<file path="config.mk">
export PLATFORM = sky130hd
export DESIGN_NAME = ks_wide_add_seq
export DESIGN_NICKNAME = d
export VERILOG_FILES = /design/src/rtl/ks_seq_pkg.sv /design/src/rtl/ks_add32_ci.sv /design/src/rtl/ks_wide_add_seq.sv
export SDC_FILE = /design/constraint.sdc
export NUM_CORES = 1
export LEC_CHECK = 0
export BUFFER_PORTS_ARGS = -buffer_cell sky130_fd_sc_hd__buf_4
export CAP_MARGIN = 30
export CORE_MARGIN = 1.5
export CORE_UTILIZATION = 60
export CTS_CLUSTER_DIAMETER = 200
export DETAILED_ROUTE_END_ITERATION = 16
export PLACE_DENSITY = 0.94
export SYNTH_ARGS = -nofsm -noshare
export SYNTH_HDL_FRONTEND = slang
export SYNTH_HIERARCHICAL = 1
export SYNTH_SLANG_ARGS = --single-unit
export TNS_END_PERCENT = 50
</file>
<file path="constraint.sdc">
create_clock -name clk -period 40 [get_ports clk]
set_clock_uncertainty 0.2 [all_clocks]
set_input_delay 6 -clock clk [delete_from_list [all_inputs] [get_ports clk]]
set_output_delay 6 -clock clk [all_outputs]
set_load 0.03 [all_outputs]
</file>
<file path="src/rtl/ks_seq_pkg.sv">
// Shared types and helpers for the wide Kogge-Stone add/subtract sequencer.
package ks_seq_pkg;

  localparam int WORD_W = 32;

  typedef enum logic [1:0] {
    IDLE,
    RUN,
    DONE
  } state_e;

  // Word index width; kept at least 1 bit so a single-word build still has an index.
  function automatic int idx_width(input int words);
    return (words > 1) ? $clog2(words) : 1;
  endfunction

endpackage

</file>
<file path="src/rtl/ks_add32_ci.sv">
// Combinational 32-bit Kogge-Stone adder with carry-in.
module ks_add32_ci (
  input  logic [31:0] a,
  input  logic [31:0] b,
  input  logic        cin,
  output logic [31:0] s,
  output logic        cout
);

  logic [31:0] g0, p0, g_pre, p_pre;
  logic [32:0] c;

  assign g0 = a & b;
  assign p0 = a ^ b;

  genvar lv;
  for (lv = 0; lv < 5; lv++) begin : g_lvl
    localparam int D = 1 << lv;
    logic [31:0] g_i, p_i, g_o, p_o;
    if (lv == 0) begin : g_first
      assign g_i = g0;
      assign p_i = p0;
    end else begin : g_next
      assign g_i = g_lvl[lv-1].g_o;
      assign p_i = g_lvl[lv-1].p_o;
    end
    // Bits below the span keep their group term (generate OR 0, propagate AND 1).
    assign g_o = g_i | (p_i & {g_i[31-D:0], {D{1'b0}}});
    assign p_o = p_i & {p_i[31-D:0], {D{1'b1}}};
  end

  assign g_pre = g_lvl[4].g_o;
  assign p_pre = g_lvl[4].p_o;

  // Carry-in folds in at the end: c[i+1] = G[i:0] | P[i:0] & cin.
  assign c    = {g_pre | (p_pre & {32{cin}}), cin};
  assign s    = p0 ^ c[31:0];
  assign cout = c[32];

endmodule

</file>
<file path="src/rtl/ks_wide_add_seq.sv">
// Word-serial wide add/subtract around one shared 32-bit Kogge-Stone adder.
// Optional signed-overflow output out_ovf is enabled by defining KS_SEQ_OVF_EN.
//
// state | meaning
// IDLE  | waiting for an operand request, in_ready high
// RUN   | adding word idx per cycle, LS word first
// DONE  | result held on out_sum/out_cout until out_ready
module ks_wide_add_seq
  import ks_seq_pkg::*;
#(
  parameter int WORDS = 4
) (
  input  logic                  clk,
  input  logic                  rst,
  input  logic                  in_valid,
  output logic                  in_ready,
  input  logic [32*WORDS-1:0]   in_a,
  input  logic [32*WORDS-1:0]   in_b,
  input  logic                  in_sub,
  output logic                  out_valid,
  input  logic                  out_ready,
  output logic [32*WORDS-1:0]   out_sum,
  output logic                  out_cout,
  output logic                  busy
`ifdef KS_SEQ_OVF_EN
  ,
  output logic                  out_ovf
`endif
);

  localparam int TW = WORD_W * WORDS;
  localparam int IW = idx_width(WORDS);
  localparam logic [IW-1:0] LAST = IW'(WORDS - 1);

  state_e          state_q, state_d;
  logic [TW-1:0]   a_q, a_d, b_q, b_d, sum_q, sum_d;
  logic            sub_q, sub_d, carry_q, carry_d;
  logic [IW-1:0]   idx_q, idx_d;
  logic [WORD_W-1:0] a_w, b_w, s_w;
  logic            c_w;
`ifdef KS_SEQ_OVF_EN
  logic            ovf_q, ovf_d;
`endif

  assign a_w = a_q[WORD_W*idx_q +: WORD_W];
  assign b_w = sub_q ? ~b_q[WORD_W*idx_q +: WORD_W] : b_q[WORD_W*idx_q +: WORD_W];

  ks_add32_ci u_add (
    .a    (a_w),
    .b    (b_w),
    .cin  (carry_q),
    .s    (s_w),
    .cout (c_w)
  );

  always_comb begin
    state_d   = state_q;
    a_d       = a_q;
    b_d       = b_q;
    sub_d     = sub_q;
    sum_d     = sum_q;
    idx_d     = idx_q;
    carry_d   = carry_q;
`ifdef KS_SEQ_OVF_EN
    ovf_d     = ovf_q;
`endif
    in_ready  = 1'b0;
    out_valid = 1'b0;
    case (state_q)
      IDLE: begin
        in_ready = 1'b1;
        if (in_valid) begin
          a_d     = in_a;
          b_d     = in_b;
          sub_d   = in_sub;
          idx_d   = '0;
          carry_d = in_sub;
          state_d = RUN;
        end
      end
      RUN: begin
        sum_d[WORD_W*idx_q +: WORD_W] = s_w;
        carry_d = c_w;
        if (idx_q == LAST) begin
          state_d = DONE;
`ifdef KS_SEQ_OVF_EN
          // Carry into the MSB is recovered from the MSB sum bit.
          ovf_d = a_w[WORD_W-1] ^ b_w[WORD_W-1] ^ s_w[WORD_W-1] ^ c_w;
`endif
        end else begin
          idx_d = idx_q + 1'b1;
        end
      end
      DONE: begin
        out_valid = 1'b1;
        if (out_ready) state_d = IDLE;
      end
      default: state_d = IDLE;
    endcase
  end

  always_ff @(posedge clk or posedge rst) begin
    if (rst) state_q <= IDLE;
    else     state_q <= state_d;
  end

  always_ff @(posedge clk or posedge rst) begin
    if (rst) begin
      a_q     <= '0;
      b_q     <= '0;
      sub_q   <= 1'b0;
      sum_q   <= '0;
      idx_q   <= '0;
      carry_q <= 1'b0;
`ifdef KS_SEQ_OVF_EN
      ovf_q   <= 1'b0;
`endif
    end else begin
      a_q     <= a_d;
      b_q     <= b_d;
      sub_q   <= sub_d;
      sum_q   <= sum_d;
      idx_q   <= idx_d;
      carry_q <= carry_d;
`ifdef KS_SEQ_OVF_EN
      ovf_q   <= ovf_d;
`endif
    end
  end

  assign out_sum  = sum_q;
  assign out_cout = carry_q;
  assign busy     = (state_q != IDLE);
`ifdef KS_SEQ_OVF_EN
  assign out_ovf  = ovf_q;
`endif

endmodule
</file>
==> Implementation_results.wiki, run 1 <==
{| class="wikitable"
! Metric !! Value
|-
| First-pass detailed-route iteration total || 5
|-
| Vias in the first global route || 12,867
|-
| Total area of multi-input combinational cells || 8390 sq um
|-
| Kind of cell adding the most delay to the critical path || buffers and inverters
|-
| Slew of the pin with the lowest slew margin || 1.38 ns
|-
| Xor and xnor fraction of the mapped netlist area || 2.69%
|-
| Min-Delay Startpoint || b_q[4]
|-
| Post-synthesis sequential area ratio || 51.6%
|-
| Initial cell density of the core || 61.3%
|-
| Most frequent cells after synthesis || 390 x sky130_fd_sc_hd__dfrtp_1, 230 x sky130_fd_sc_hd__mux2_4, 127 x sky130_fd_sc_hd__a22o_1
|-
| Post-route cell area || 23,200 sq um
|-
| CP Capture Type || flip-flop
|-
| Main combinational cell family by area after synthesis || multiplexers
|-
| CORE AREA || 30,800 sq um
|-
| Crit-path max FO || 159
|-
| Cell chain of the critical path || buf_4, and2_4, buf_12, mux2_2
|-
| Final standard cell count with taps included and fillers excluded || 1,989
|-
| Hold Crit Endpoint || b_q[4]
|-
| FF+latch area || 9770 sq um
|-
| Horizontal extent of the die || 180 um
|-
| Number of nets in the synthesized netlist || 1,483
|-
| Clock root buffer || sky130_fd_sc_hd__clkbuf_16
|-
| Routability Congestion || 0.832
|-
| Area added between synthesis and finish || 22.9%
|-
| Number of pins exceeding their max-slew limit in the final report || 0
|-
| Clock buffer count from CTS || 40
|-
| Pre-CTS setup slack || 31.08 ns
|-
| Endpoints failing setup || 0
|-
| Share of Yosys cell area claimed by the top area cell type || 51.6%
|-
| Main area contributors after synthesis || sky130_fd_sc_hd__dfrtp_1 52%, sky130_fd_sc_hd__mux2_4 18%, sky130_fd_sc_hd__mux4_2 7.6%, sky130_fd_sc_hd__a22o_1 5.9%, sky130_fd_sc_hd__ha_1 2.4%
|-
| Worst-path clk slew || 0.06 ns
|-
| Cell taking the most area after synthesis || sky130_fd_sc_hd__dfrtp_1
|-
| Number of nets in the final layout || 1,862
|-
| Chip Height || 180 um
|-
| Worst path arrival time || 8.46 ns
|-
| Post-synth cell types || 59
|-
| Final Hold Viols || 0
|-
| Crit Path Class || input port to flip-flop
|-
| Global-route wire length before repair || 77,900 um
|-
| Dpl cells || 1,915
|-
| Proportion of layout cells with a drive suffix above 1 || 52.0%
|-
| Slew margin rel. || 7.97%
|-
| Largest net degree at the start of global routing || 160
|-
| Most frequent cell after synthesis || sky130_fd_sc_hd__dfrtp_1
|-
| WL/cell || 25.4 um
|-
| Adder-cell share of the synthesized area || 2.56%
|-
| Number of buffers inserted to repair setup after CTS || 0
|-
| Worst path buffer plus inverter count || 2
|-
| Maximum level of the CTS H-tree || 2
|-
| Standard cell area after detailed placement || 21,800 sq um
|-
| Number of sinks handled by clock tree synthesis || 390
|-
| Portion of netlist area occupied by mux cells || 27.6%
|-
| Port Buf Inserts || 392
|-
| Area fraction in compound gates after synthesis || 9.27%
|-
| Cell area after synthesis || 18,900 sq um
|-
| Peak clock frequency supported by timing || 121 MHz
|-
| Number of stages on the worst hold path || 1
|-
| CTS tree || done
|-
| Post-Synth Simple-Gate Area || 2.20%
|-
| Worst-Skew Late Latency || 0.53 ns
|-
| Setup repair after global routing missed its margin || no
|-
| Post-layout min period || 8.27 ns
|-
| Post-route clock period utilization || 20.7%
|-
| Placed wire-length estimate after detailed placement || 35,200 um
|-
| Cell count after synthesis || 1,184
|-
| Top Ports || 393
|-
| FF-to-FF End || out_sum[127]
|-
| Synth async-reset ratio || 100%
|-
| Number of antenna violations at the first check in global routing || 3
|-
| Number of vias after detailed routing || 12,285
|-
| Number of cells traversed by the worst register-to-register path || 12
|-
| Count of flip-flops with a built-in enable after synthesis || 0
|-
| Hold crit path type || flip-flop to flip-flop
|-
| Cell with the biggest individual delay on the critical path || sky130_fd_sc_hd__and2_4
|-
| WP data required || 40.19 ns
|-
| Total wire length after detailed routing || 50,600 um
|-
| Dominant register cell in the synthesized netlist || sky130_fd_sc_hd__dfrtp_1
|-
| Synthesis warning total || 6
|-
| Total of hold buffers inserted after clock tree synthesis || 0
|-
| Routed vias/inst || 6.18
|-
| Mean cell area of the mapped netlist || 16.0 sq um
|-
| Antenna-violating nets left || 0
|-
| Global Route Usage Sum || 31.1%
|-
| Flop2flop setup slack || 35.06 ns
|-
| Reported max-cap violation count || 0
|-
| Count of filler cells inserted in the layout || 1,662
|-
| Worst path max stage delay || 0.78 ns
|-
| Die Outline Area || 32,600 sq um
|-
| Final-layout setup total negative slack || 0 ns
|-
| Post_cts resized || 0
|-
| Flop and latch count out of synthesis || 390
|-
| Total DRC errors in the routed layout || 0
|-
| Drt initial violations || 1,055
|-
| Category of the worst setup path launch point || input port
|-
| Number of standard-cell rows in the floorplan || 64
|-
| Outcome || finished, final reports clean
|-
| Global route total overflow || 0
|-
| Max clock buf depth || 3
|-
| Startpoint of the worst register-to-register path || idx_q[0]
|-
| Worst-case setup margin in the final layout || 31.73 ns
|}
-- cells in the final DEF, fill, tap and decap left out, drive strengths merged, types with 3 or more instances in the layout --
master,synthesis,layout
a211oi,7,7
a21o,15,15
a21oi,22,22
a22o,127,127
a31oi,3,3
a32o,4,4
and2,3,3
and3,4,4
buf,57,410
bufinv,0,3
clkbuf,16,58
clkinv,0,6
dfrtp,390,390
ha,37,37
inv,14,15
mux2,258,258
mux4,64,64
nand2,19,19
nand2b,5,5
nand3,3,3
nand4,3,3
nor2,19,19
nor2b,5,5
nor3,4,4
nor4,3,3
o211ai,3,3
o21ai,15,15
o21bai,4,4
xnor2,16,16
xor2,42,42
-- sequential cells by signal (all words and copies together), names as in the netlist --
| signal | cells |
|---|---|
| a_q | 128 |
| b_q | 128 |
| out_sum | 128 |
| idx_q | 2 |
| state_q | 2 |
| out_cout | 1 |
| sub_q | 1 |
-- per-stage QoR --
step | hold WS (ns) | utilization (%)
6_report | 0.305 | 75.3
5_1_grt | 0.319 | 75.3
4_1_cts | 0.306 | 75.2
3_5_place_dp | 0.290 | 70.7
3_3_place_gp | 0.276 | 70.7
2_1_floorplan | 0.275 | -
-- cells by family after synthesis --
| kind of cell | after synthesis |
|---|---|
| buffers and inverters | 87 |
| multiplexers | 322 |
| AND/OR/NAND/NOR | 76 |
| adder cells (fa/ha/maj) | 38 |
| XOR/XNOR | 58 |
| flip-flops | 390 |
| AO/OA/AOI/OAI | 213 |
-- worst max-delay path by stage --
| stage | start | to | depth (start not counted) |
|---|---|---|---|
| floorplan | rst | a_q[0] | 1 |
| global placement | rst | idx_q[1] | 4 |
| detailed placement | rst | idx_q[1] | 4 |
| CTS | rst | idx_q[1] | 4 |
| global route | rst | a_q[7] | 4 |
| finish | in_valid | a_q[124] | 4 |
-- area by class of cell --
class                           count  share of cell area (%)
Multi-Input combinational cell    707                    36.1
Antenna cell                        2                  0.0216
Tap cell                          396                    2.13
Sequential cell                   390                    42.1
Timing Repair Buffer              410                    13.4
Inverter                           14                   0.259
Clock inverter                     12                   0.636
Clock buffer                       58                    5.30
-- metal layers --
| metal | share of wire [%] | global-route usage, % |
|---|---|---|
| met5 | 0.026 | 0 |
| met4 | 4.3 | 12.3 |
| met3 | 7.2 | 5.36 |
| met2 | 48 | 50.7 |
| met1 | 40 | 42.0 |
Power of run 1 is left out: the tool's default activity adds up to more than one toggle a clock period on the data nets, which glitch-free logic cannot reach.
==> inputs of run 2 (changes only) <==
--- a/config.mk
+++ b/config.mk
@@ -8,10 +8,10 @@
 export BUFFER_PORTS_ARGS = -buffer_cell sky130_fd_sc_hd__buf_4
 export CAP_MARGIN = 30
 export CORE_MARGIN = 1.5
-export CORE_UTILIZATION = 60
+export CORE_UTILIZATION = 50
 export CTS_CLUSTER_DIAMETER = 200
 export DETAILED_ROUTE_END_ITERATION = 16
-export PLACE_DENSITY = 0.94
+export PLACE_DENSITY = 0.85
 export SYNTH_ARGS = -nofsm -noshare
 export SYNTH_HDL_FRONTEND = slang
 export SYNTH_HIERARCHICAL = 1
==> constraint.sdc (replaced) <==
create_clock -name clk -period 6.8 [get_ports clk]
set_clock_uncertainty 0.2 [all_clocks]
set_input_delay 1.02 -clock clk [delete_from_list [all_inputs] [get_ports clk]]
set_output_delay 1.02 -clock clk [all_outputs]
set_load 0.03 [all_outputs]
==> run 2 against run 1 <==
Compared with the run above: critical path depth increased by 8; via count is 2.3% lower; hold slack worse by 0.046 ns; sequential share of layout area shrank 0.34 points; final area up 0.82%; first-iteration DRC count is 39% lower; final cell count is 6.1% higher; critical path type is now flip-flop to flip-flop; largest cell class unchanged; highest routed layer unchanged.
==> Implementation_results.wiki, run 2 (synthesis results as in run 1) <==
{| class="wikitable"
! Metric !! Value
|-
| Outcome || finished, final reports clean
|-
| Port Buf Inserts || 392
|-
| Highest-count cells in the layout ignoring fill and taps || 406 x sky130_fd_sc_hd__buf_4, 387 x sky130_fd_sc_hd__dfrtp_1, 230 x sky130_fd_sc_hd__mux2_4
|-
| Horizontal extent of the die || 197 um
|-
| CORE AREA || 37,400 sq um
|-
| Post-layout min period || 4.77 ns
|-
| Top Ports || 393
|-
| Worst-Skew Late Latency || 0.56 ns
|-
| Total of hold buffers inserted after clock tree synthesis || 0
|-
| Post_cts resized || 0
|-
| Worst-path clk slew || 0.07 ns
|-
| Total DRC errors in the routed layout || 0
|-
| Number of standard-cell rows in the floorplan || 71
|-
| Clock buffer count from CTS || 42
|-
| Number of buffers inserted to repair setup after CTS || 0
|-
| Slew margin rel. || 35.1%
|-
| Maximum level of the CTS H-tree || 2
|-
| Proportion of layout cells with a drive suffix above 1 || 51.8%
|-
| First-pass detailed-route iteration total || 5
|-
| Area added between synthesis and finish || 23.9%
|-
| Global Route Usage Sum || 26.1%
|-
| Flop2flop setup slack || 2.03 ns
|-
| Global-route wire length before repair || 76,600 um
|-
| Chip Height || 197 um
|-
| Most common cell after layout, fill and taps aside || sky130_fd_sc_hd__buf_4
|-
| Crit-path max FO || 41
|-
| Global route total overflow || 0
|-
| CTS tree || done
|-
| Total wire length after detailed routing || 50,200 um
|-
| Met1 layer usage reported by global route || 37.0%
|-
| Most utilized layer in the global route result || met2
|-
| Worst path arrival time || 4.99 ns
|-
| Antenna-violating nets left || 0
|-
| Crit Path Class || flip-flop to flip-flop
|-
| Largest net degree at the start of global routing || 150
|-
| Routing usage on met3 || 4.90%
|-
| Dpl cells || 2,032
|-
| Reported max-cap violation count || 0
|-
| Hold crit path type || input port to async pin
|-
| WP data required || 7.02 ns
|-
| CP Capture Type || flip-flop
|-
| Endpoints failing setup || 0
|-
| Number of sinks handled by clock tree synthesis || 390
|-
| Final Hold Viols || 0
|-
| Die Outline Area || 39,000 sq um
|-
| Worst path max stage delay || 0.90 ns
|-
| Final-layout setup total negative slack || 0 ns
|-
| Cell chain of the critical path || buf_4, mux4_2, ha_1, a21oi_1, o21bai_1, a221oi_2, o221ai_2, a211oi_2, o21ai_1, a21o_1, a22oi_1, o21ai_0
|-
| Number of nets in the final layout || 1,865
|-
| Routed vias/inst || 5.69
|-
| Placed wire-length estimate after detailed placement || 36,200 um
|-
| Post-route clock period utilization || 70.2%
|-
| Initial cell density of the core || 50.5%
|-
| Number of vias after detailed routing || 12,005
|-
| Category of the worst setup path launch point || flip-flop
|-
| Max clock buf depth || 3
|-
| Cell with the biggest individual delay on the critical path || sky130_fd_sc_hd__dfrtp_4
|-
| Drt initial violations || 646
|-
| Vias in the first global route || 12,514
|-
| Clock root buffer || sky130_fd_sc_hd__clkbuf_16
|-
| Slew of the pin with the lowest slew margin || 0.974 ns
|-
| Global Route met2 Usage || 40.4%
|-
| Number of antenna violations at the first check in global routing || 4
|-
| Number of cells traversed by the worst register-to-register path || 12
|-
| Routability Congestion || 0.896
|-
| Setup repair after global routing missed its margin || no
|-
| WL/cell || 23.8 um
|-
| Peak clock frequency supported by timing || 209 MHz
|-
| Number of pins exceeding their max-slew limit in the final report || 0
|-
| Final standard cell count with taps included and fillers excluded || 2,110
|}
-- run 2: cell types whose count changed in the layout (fill, tap and decap cells not counted), moves of 2 or more --
cell                        previous run  this run
sky130_fd_sc_hd__clkinv_2              5         3
sky130_fd_sc_hd__clkbuf_1              3         9
sky130_fd_sc_hd__clkinv_4              1         4
sky130_fd_sc_hd__buf_12                2         4
sky130_fd_sc_hd__clkbuf_16            41        43
sky130_fd_sc_hd__clkbuf_8             14         8
sky130_fd_sc_hd__inv_6                 1         3
-- run 2: final timing paths --
kind                                  start            to
min in group clk                out_sum[38]   out_sum[38]
max in group asynchronous               rst      a_q[100]
worst max-delay path               idx_q[0]      out_cout
worst min register to register  out_sum[38]   out_sum[38]
worst max register to register     idx_q[0]      out_cout
worst min-delay path                    rst  out_sum[119]
-- run 2: layout make-up --
| type | instances | area [sq um] |
|---|---|---|
| antenna | 3 | 7.51 |
| clock buffer | 60 | 1220 |
| clock inverter | 14 | 174 |
| fill | 2648 | 14000 |
| inverter | 14 | 56.3 |
| multi-input combinational | 707 | 8390 |
| sequential | 390 | 9770 |
| tap | 511 | 639 |
| timing repair buffer | 411 | 3160 |
-- run 2: through the flow --
stage	util [%]	cell area (sq um)	worst slack [ns]	hold WS, ns
after floorplan	-	18900	0.334	0.275
after global placement	58.8	22000	2.16	0.285
after detailed placement	58.8	22000	2.03	0.291
after CTS	62.5	23400	2.00	0.233
after global routing	62.6	23400	1.64	0.265
final	62.6	23400	2.03	0.258
-- run 2: per-layer routing --
layer | part of all wire [%] | routed length [um]
met4 | 2.9 | 1460
met1 | 44 | 21900
met3 | 6.3 | 3170
met2 | 47 | 23700
met5 | 0.022 | 11
-- run 2: worst max-delay path, delay by kind of cell (launching register included) --
family | cells | cell delay, ns
AOI/OAI and AO/OA | 9 | 1.84
adders and majority gates | 1 | 0.38
buffers and inverters | 1 | 0.66
DFF | 1 | 0.90
muxes | 1 | 0.58
Power of run 2 is left out for the same reason.
